## config.mk

```make
export PLATFORM = sky130hd
export DESIGN_NAME = wbu_char_enc
export DESIGN_NICKNAME = d
export VERILOG_FILES = /design/src/rtl/wbu_char_enc.sv
export SDC_FILE = /design/constraint.sdc
export NUM_CORES = 1
export LEC_CHECK = 0
export CAP_MARGIN = 10
export CORE_MARGIN = 2
export CORE_UTILIZATION = 45
export CTS_CLUSTER_DIAMETER = 120
export CTS_CLUSTER_SIZE = 25
export DETAILED_ROUTE_END_ITERATION = 10
export GPL_ROUTABILITY_DRIVEN = 0
export PLACE_DENSITY_LB_ADDON = 0.1
export SYNTH_ARGS = -nofsm -noshare
export SYNTH_HDL_FRONTEND = slang
export SYNTH_SLANG_ARGS = --single-unit
```

## constraint.sdc

```tcl
create_clock -name i_clk -period 3.2 [get_ports i_clk]
set_clock_uncertainty 0.15 [all_clocks]
set_input_delay 0.32 -clock i_clk [delete_from_list [all_inputs] [get_ports i_clk]]
set_output_delay 0.32 -clock i_clk [all_outputs]
set_load 0.005 [all_outputs]
```

## src/rtl/wbu_char_enc.sv

```systemverilog
// Six-bit code to printable ASCII encoder with a small code FIFO and an
// optional CR/LF newline form. Defining WBU_CHAR_ENC_LINEWRAP_EN adds automatic line wrap.
module wbu_char_enc #(
    parameter int LGFIFO   = 2,
    parameter int LINE_LEN = 72,
    parameter bit OPT_CRLF = 1'b0
) (
    input  logic       i_clk,
    input  logic       i_reset,
    input  logic       i_stb,
    input  logic [6:0] i_bits,
    output logic       o_busy,
    output logic       o_stb,
    output logic [7:0] o_char,
    input  logic       i_busy
);

    localparam int         DEPTH   = 1 << LGFIFO;
    localparam logic [7:0] CHAR_CR = 8'h0D;
    localparam logic [7:0] CHAR_LF = 8'h0A;

    if (LINE_LEN < 1 || LINE_LEN > 255) begin : g_bad_line_len
        $error("wbu_char_enc: LINE_LEN must be within 1..255");
    end

    typedef enum logic [1:0] {
        ST_DATA,
        ST_CR,
        ST_LF
    } state_t;

    logic [6:0]      fifo_mem [DEPTH];
    logic [LGFIFO:0] wr_ptr, rd_ptr;
    logic [LGFIFO:0] wr_ptr_next, rd_ptr_next;
    logic            fifo_full, fifo_empty;
    logic            fifo_wr, fifo_rd;
    logic [6:0]      head;
    logic            head_nl;
    logic            load;
    logic            data_beat;
    logic            nl_beat;
    logic            wrap_now;
    state_t          state;

    function automatic logic [7:0] encode(input logic [5:0] v);
        logic [7:0] w;
        w = {2'b00, v};
        if (v < 6'd10)
            return w + 8'h30;            // '0'..'9'
        else if (v < 6'd36)
            return w + 8'h37;            // 'A'..'Z'
        else if (v < 6'd62)
            return w + 8'h3D;            // 'a'..'z'
        else if (v == 6'd62)
            return 8'h40;                // '@'
        else
            return 8'h25;                // '%'
    endfunction

    // The extra pointer MSB distinguishes full from empty when the index bits match.
    assign fifo_empty  = (wr_ptr == rd_ptr);
    assign fifo_wr     = i_stb && !fifo_full;
    assign wr_ptr_next = wr_ptr + {{LGFIFO{1'b0}}, fifo_wr};
    assign rd_ptr_next = rd_ptr + {{LGFIFO{1'b0}}, fifo_rd};
    assign head        = fifo_mem[rd_ptr[LGFIFO-1:0]];
    assign head_nl     = head[6];
    assign o_busy      = fifo_full;

    assign load      = !o_stb || !i_busy;
    assign data_beat = load && (state == ST_DATA) && !fifo_empty;
    assign nl_beat   = data_beat && (head_nl || wrap_now);
    // An inserted newline leaves the printable head in place for the next beat.
    assign fifo_rd   = data_beat && !wrap_now;

`ifdef WBU_CHAR_ENC_LINEWRAP_EN
    localparam logic [7:0] COL_LIMIT = 8'(LINE_LEN);

    logic [7:0] column;

    assign wrap_now = (column == COL_LIMIT) && !head_nl;

    always_ff @(posedge i_clk) begin
        if (i_reset)
            column <= 8'd0;
        else if ((load && state == ST_LF) || (nl_beat && !OPT_CRLF))
            column <= 8'd0;
        else if (data_beat && !head_nl && !wrap_now)
            column <= column + 8'd1;
    end
`else
    assign wrap_now = 1'b0;
`endif

    // NOTE: storage carries no reset; the pointers alone define which entries are valid.
    always_ff @(posedge i_clk) begin
        if (fifo_wr && !i_reset)
            fifo_mem[wr_ptr[LGFIFO-1:0]] <= i_bits;
    end

    // NOTE: every register here is assigned with <= so all updates see pre-edge values.
    always_ff @(posedge i_clk) begin
        if (i_reset) begin
            wr_ptr    <= '0;
            rd_ptr    <= '0;
            fifo_full <= 1'b0;
            o_stb     <= 1'b0;
            o_char    <= 8'h00;
            state     <= ST_DATA;
        end else begin
            wr_ptr    <= wr_ptr_next;
            rd_ptr    <= rd_ptr_next;
            fifo_full <= ((wr_ptr_next ^ rd_ptr_next) == {1'b1, {LGFIFO{1'b0}}});

            if (load) begin
                case (state)
                    ST_DATA: begin
                        if (fifo_empty) begin
                            o_stb <= 1'b0;
                        end else if (nl_beat) begin
                            o_stb <= 1'b1;
                            if (OPT_CRLF) begin
                                o_char <= CHAR_CR;
                                state  <= ST_LF;
                            end else begin
                                o_char <= CHAR_LF;
                            end
                        end else begin
                            o_stb  <= 1'b1;
                            o_char <= encode(head[5:0]);
                        end
                    end
                    ST_CR: begin
                        o_stb  <= 1'b1;
                        o_char <= CHAR_CR;
                        state  <= ST_LF;
                    end
                    ST_LF: begin
                        o_stb  <= 1'b1;
                        o_char <= CHAR_LF;
                        state  <= ST_DATA;
                    end
                    default: state <= ST_DATA;
                endcase
            end
        end
    end

endmodule

```

### After elaboration in Yosys (flattened, before gate mapping)

Memory sizes are Yosys's and may differ from the RTL's. A register that Yosys moved wholly into a read port is not among the register bits.
Cells that the tools add are included.

* equality and inequality tests: 6
* $add $sub $neg: 5
* $lt $le $gt $ge: 3
* reductions and logical operators: 18
* bitwise operators: 2
* mux-type cells: 13

Operators with widths (number)
* 7-bit 2-to-1 mux: 5
* 8-bit case mux with 3 select lines: 1
* 6-bit by 6-bit adder with 7-bit output, second input constant: 3
* 6-bit < comparator, second input constant: 2
* 8-bit 2-to-1 mux: 1
* 3-bit by 1-bit adder with 3-bit output: 2
* 6-bit == test, second input constant: 1
* 6-bit by 4-bit < comparator with 1-bit output, second input constant: 1
* 1-bit logical AND: 5
* 1-bit zero test: 5
* 2-bit case mux with 2 select lines: 1
* 2-bit AND reduction: 2
* 3-bit == test: 1
* 3-bit == test, second input constant: 1
* 1-bit 2-to-1 mux: 3
* 3-bit AND reduction: 1
* 3-bit nonzero test: 1
* 3-bit bitwise XOR: 1
* 2-bit by 1-bit == test with 1-bit output, second input constant: 1
* 2-bit == test, second input constant: 1
* 2-bit zero test: 1
* 2-bit 2-to-1 mux: 1
* 2-bit != test, second input constant: 1
* 1-bit case mux with 2 select lines: 1
* 4 further kinds: 4

* logic and storage cells: 54
* output and inout port bits: 10
* memories: 1
* memory bits (writable): 28
* register bits after elaboration: 18
* input bits: 11

Memory list
* fifo_mem: words 4, bits a word 7, rd ports 1, clocked after memory_dff 1, wr ports 1, line 32 `logic [6:0] fifo_mem [DEPTH];`

### Logic depth before layout (Yosys ltp)

* word-level depth: 8
* mapped depth: 10
* gate-level depth less buffers: 8

### Worst setup path before layout

No wires, ideal clock.

* path kind: register to register
* from: register rd_ptr[0]
* to: register o_char[4]
* path slack: 668 ps
* required time: 2976 ps
* path buffers: 2
* clock period less this slack: 2532 ps
* arrival: 2307 ps
* library setup time: 74 ps
* stages on the path, launching flop included: 9
* path through: dfxtp_1 > buf_6 > mux4_2 > ha_1 > clkbuf_1 > and4_1 > nor3_2 > or3b_1 > a31oi_1

* word-level cells in the longest chain between the ends: 7
* elaborated cells on any way between the ends: 9
* classes of those cells: 2 x eq/ne; 3 x mux; 4 x reduce/logical

RTL lines
* start: declaration: line 33 `logic [LGFIFO:0] wr_ptr, rd_ptr;`
* start signal: assignment: line 111 `rd_ptr <= rd_ptr_next;`
* 3-bit == test (*): line 61 `assign fifo_empty = (wr_ptr == rd_ptr);`
* 1-bit zero test: line 70 `assign data_beat = load && (state == ST_DATA) && !fifo_empty;`
* 1-bit logical AND: line 70
* 1-bit logical AND: line 71 `assign nl_beat = data_beat && (head_nl || wrap_now);`
* 7-bit 2-to-1 mux: line 119 `end else if (nl_beat) begin`
* 8-bit 2-to-1 mux: line 117 `if (fifo_empty) begin`
* 8-bit case mux with 3 select lines: line 115 `case (state)`
* end signal: assignment: line 129 `o_char <= encode(head[5:0]);`
* end: declaration: line 14 `output logic [7:0] o_char,`

Mark *: on every way between the ends. The rest lies on a longest branch, timed or not. The select of a mux whose other input is x is not followed.
A chain may end at the register's enable or synchronous reset.

### Final worst setup path

Same ends and word-level chain as after synthesis.

==> impl_metrics.json <==
{
  "start_util": 0.471,
  "critPathMaxFanout": 10,
  "first_iter_violations": 75,
  "final_common_cell": "edfxtp_1",
  "cts_tree": "yes",
  "rows": 25,
  "clk_pin_slew_worst_paths_ps": 80,
  "worstPathCellList": "buf_4 -> mux4_2 -> ha_1 -> and4_1 -> nor3_2 -> or3b_1 -> a31oi_1",
  "synth_area_um2": 2240,
  "worstPathRequired_ps": 3260,
  "p_per_area_nw_per_um2": 756,
  "critical_path_buf_inv_count": 1,
  "vias": 1479,
  "synthArstFlopShare": 0,
  "cts_resized": 0,
  "hold_class": "register to register",
  "p_leak_nw": 0.901,
  "crit_slowest_cell": "mux4_2",
  "drv_cap": 0,
  "grt_start_max_net_pins": 19,
  "place_ws_ps": 451,
  "io_pins": 21,
  "slew_violations": 0,
  "rsz0062_at_grt": "false",
  "irDropWorstVdd_uv": 320,
  "wirelength_um": 4330,
  "clk_latency_ps": 290,
  "viasPerCell": 5.50,
  "h-tree-depth": 2,
  "dpl.hpwl_um": 3150,
  "status": "complete, no violations",
  "grt_pass1_wl_um": 7180,
  "die_h_um": 74.5,
  "synth_ff_type": "edfxtp_1",
  "ys_warn_count": 0,
  "arrival_ps": 2860,
  "antenna_found_initial": 0,
  "numClockSinks": 43,
  "dp_cells": 261,
  "core_area_um2": 4750,
  "cts-root-buf": "clkbuf_8",
  "track_usage": 0.175,
  "area_growth_pct": 14.4,
  "postCtsSetupBuffers": 0,
  "slowest_delay_ps": 590,
  "syn_nets": 203,
  "final_cell_mix": "edfxtp_1 (28), clkdlybuf4s50_1 (19), dfxtp_1 (15)",
  "wl_per_cell_um": 16.1,
  "drive_above_1_share": 0.144,
  "endpoint_kind": "register",
  "fin_nets": 222,
  "chipWidth_um": 74.5,
  "max_freq_ghz": 0.357,
  "dieArea_um2": 5550,
  "startpoint_type": "register",
  "tightest_slew_ps": 766,
  "finalHoldViolations": 0,
  "num_antenna_cells": 0,
  "grt_remaining_overflow": 0,
  "drc": 0,
  "min_period_ps": 2800,
  "slew_headroom": 0.487,
  "crit_family": "simple AND/OR/NAND/NOR gates",
  "port_buffers": 19,
  "synth_cells": 182,
  "syn_area_per_cell_um2": 12.3,
  "ys_seq_area_frac": 0.510,
  "cts_buffers": 5,
  "stdcell_count": 269,
  "clockBufferDepth": 2,
  "layout_worst_path_cycle_share": 0.876,
  "critical_path_class": "register to register",
  "grt_pass1_vias": 1497,
  "ant_nets": 0,
  "ctsHoldBuffers": 0,
  "fin_ws_ps": 398,
  "yosysUniqueCellTypes": 61,
  "ys_ff_latch": 43,
  "synth_edf_count": 28,
  "first_pass_iters": 4,
  "setup_violations": 0,
  "fin_tns_setup_ps": 0
}
## stage by stage
step / util / instance area, µm² / hold WS (ps) / power, mW
after floorplan: - / 2240 / 269 / 1.37
after global placement: 0.519 / 2470 / 295 / 1.59
after detailed placement: 0.519 / 2470 / 304 / 1.61
after CTS: 0.538 / 2560 / 315 / 1.94
after global routing: 0.538 / 2560 / 339 / 2.07
final: 0.538 / 2560 / 321 / 1.93
## registers in the layout, summed over array words and instances (netlist names)
name      flops
fifo_mem     28
o_char        7
rd_ptr        3
wr_ptr        3
o_busy        1
o_stb         1
## layout make-up
class / instances / area, µm²
clock buffer: 5 / 68.8
clock inverter: 3 / 20.0
fill: 431 / 2200
inverter: 7 / 26.3
multi-input combinational: 121 / 998
sequential: 43 / 1140
tap: 67 / 83.8
timing repair buffer: 23 / 220
## cell usage after synthesis, types with 4 or more instances
master	n	area, µm²
edfxtp_1	28	841
a21oi_1	6	30.0
nand2_1	11	41.3
ha_1	10	125
dfxtp_1	15	300
nor2_1	11	41.3
inv_2	4	15.0
xnor2_1	7	61.3
mux4_2	7	158
nor2b_1	7	43.8
## report_power, final
group          leakage (nW)  internal [mW]  switching, mW
sequential            0.377          0.655         0.0505
clock                0.0418          0.152          0.179
combinational         0.482          0.406          0.491
## worst paths after layout
path,start,end,slack [ps],cells past startpoint
worst max-delay path,rd_ptr[0],o_char[4],400,7
worst min-delay path,o_char[0],o_char[0],320,2
worst max register to register,rd_ptr[0],o_char[4],400,7
worst min register to register,o_char[0],o_char[0],320,2
## logic make-up (layout without fill, tap and decap cells)
family | Yosys count | in the layout | synth area share
simple gates | 54 | 54 | 0.136
other cells | 1 | 1 | 0.00168
compound gates | 37 | 37 | 0.134
mux | 9 | 9 | 0.0800
xor+xnor | 10 | 10 | 0.0392
flops | 43 | 43 | 0.510
fa+ha+maj | 10 | 10 | 0.0559
buf+inv | 18 | 38 | 0.0436
## per-layer routing
layer,vias to the layer above,GRT usage,share of wire
li1,727,-,-
met1,713,0.227,0.45
met2,33,0.287,0.49
met3,6,0.0434,0.038
met4,0,0.0635,0.017
met5,-,0,0
## worst reg2reg max path, stage by stage, from the launching register on
cell	delay (ps)
dfxtp_1	440
buf_4	220
mux4_2	590
ha_1	340
and4_1	240
nor3_2	190
or3b_1	360
a31oi_1	190
Note: power is estimated with default switching activity, not from simulation.
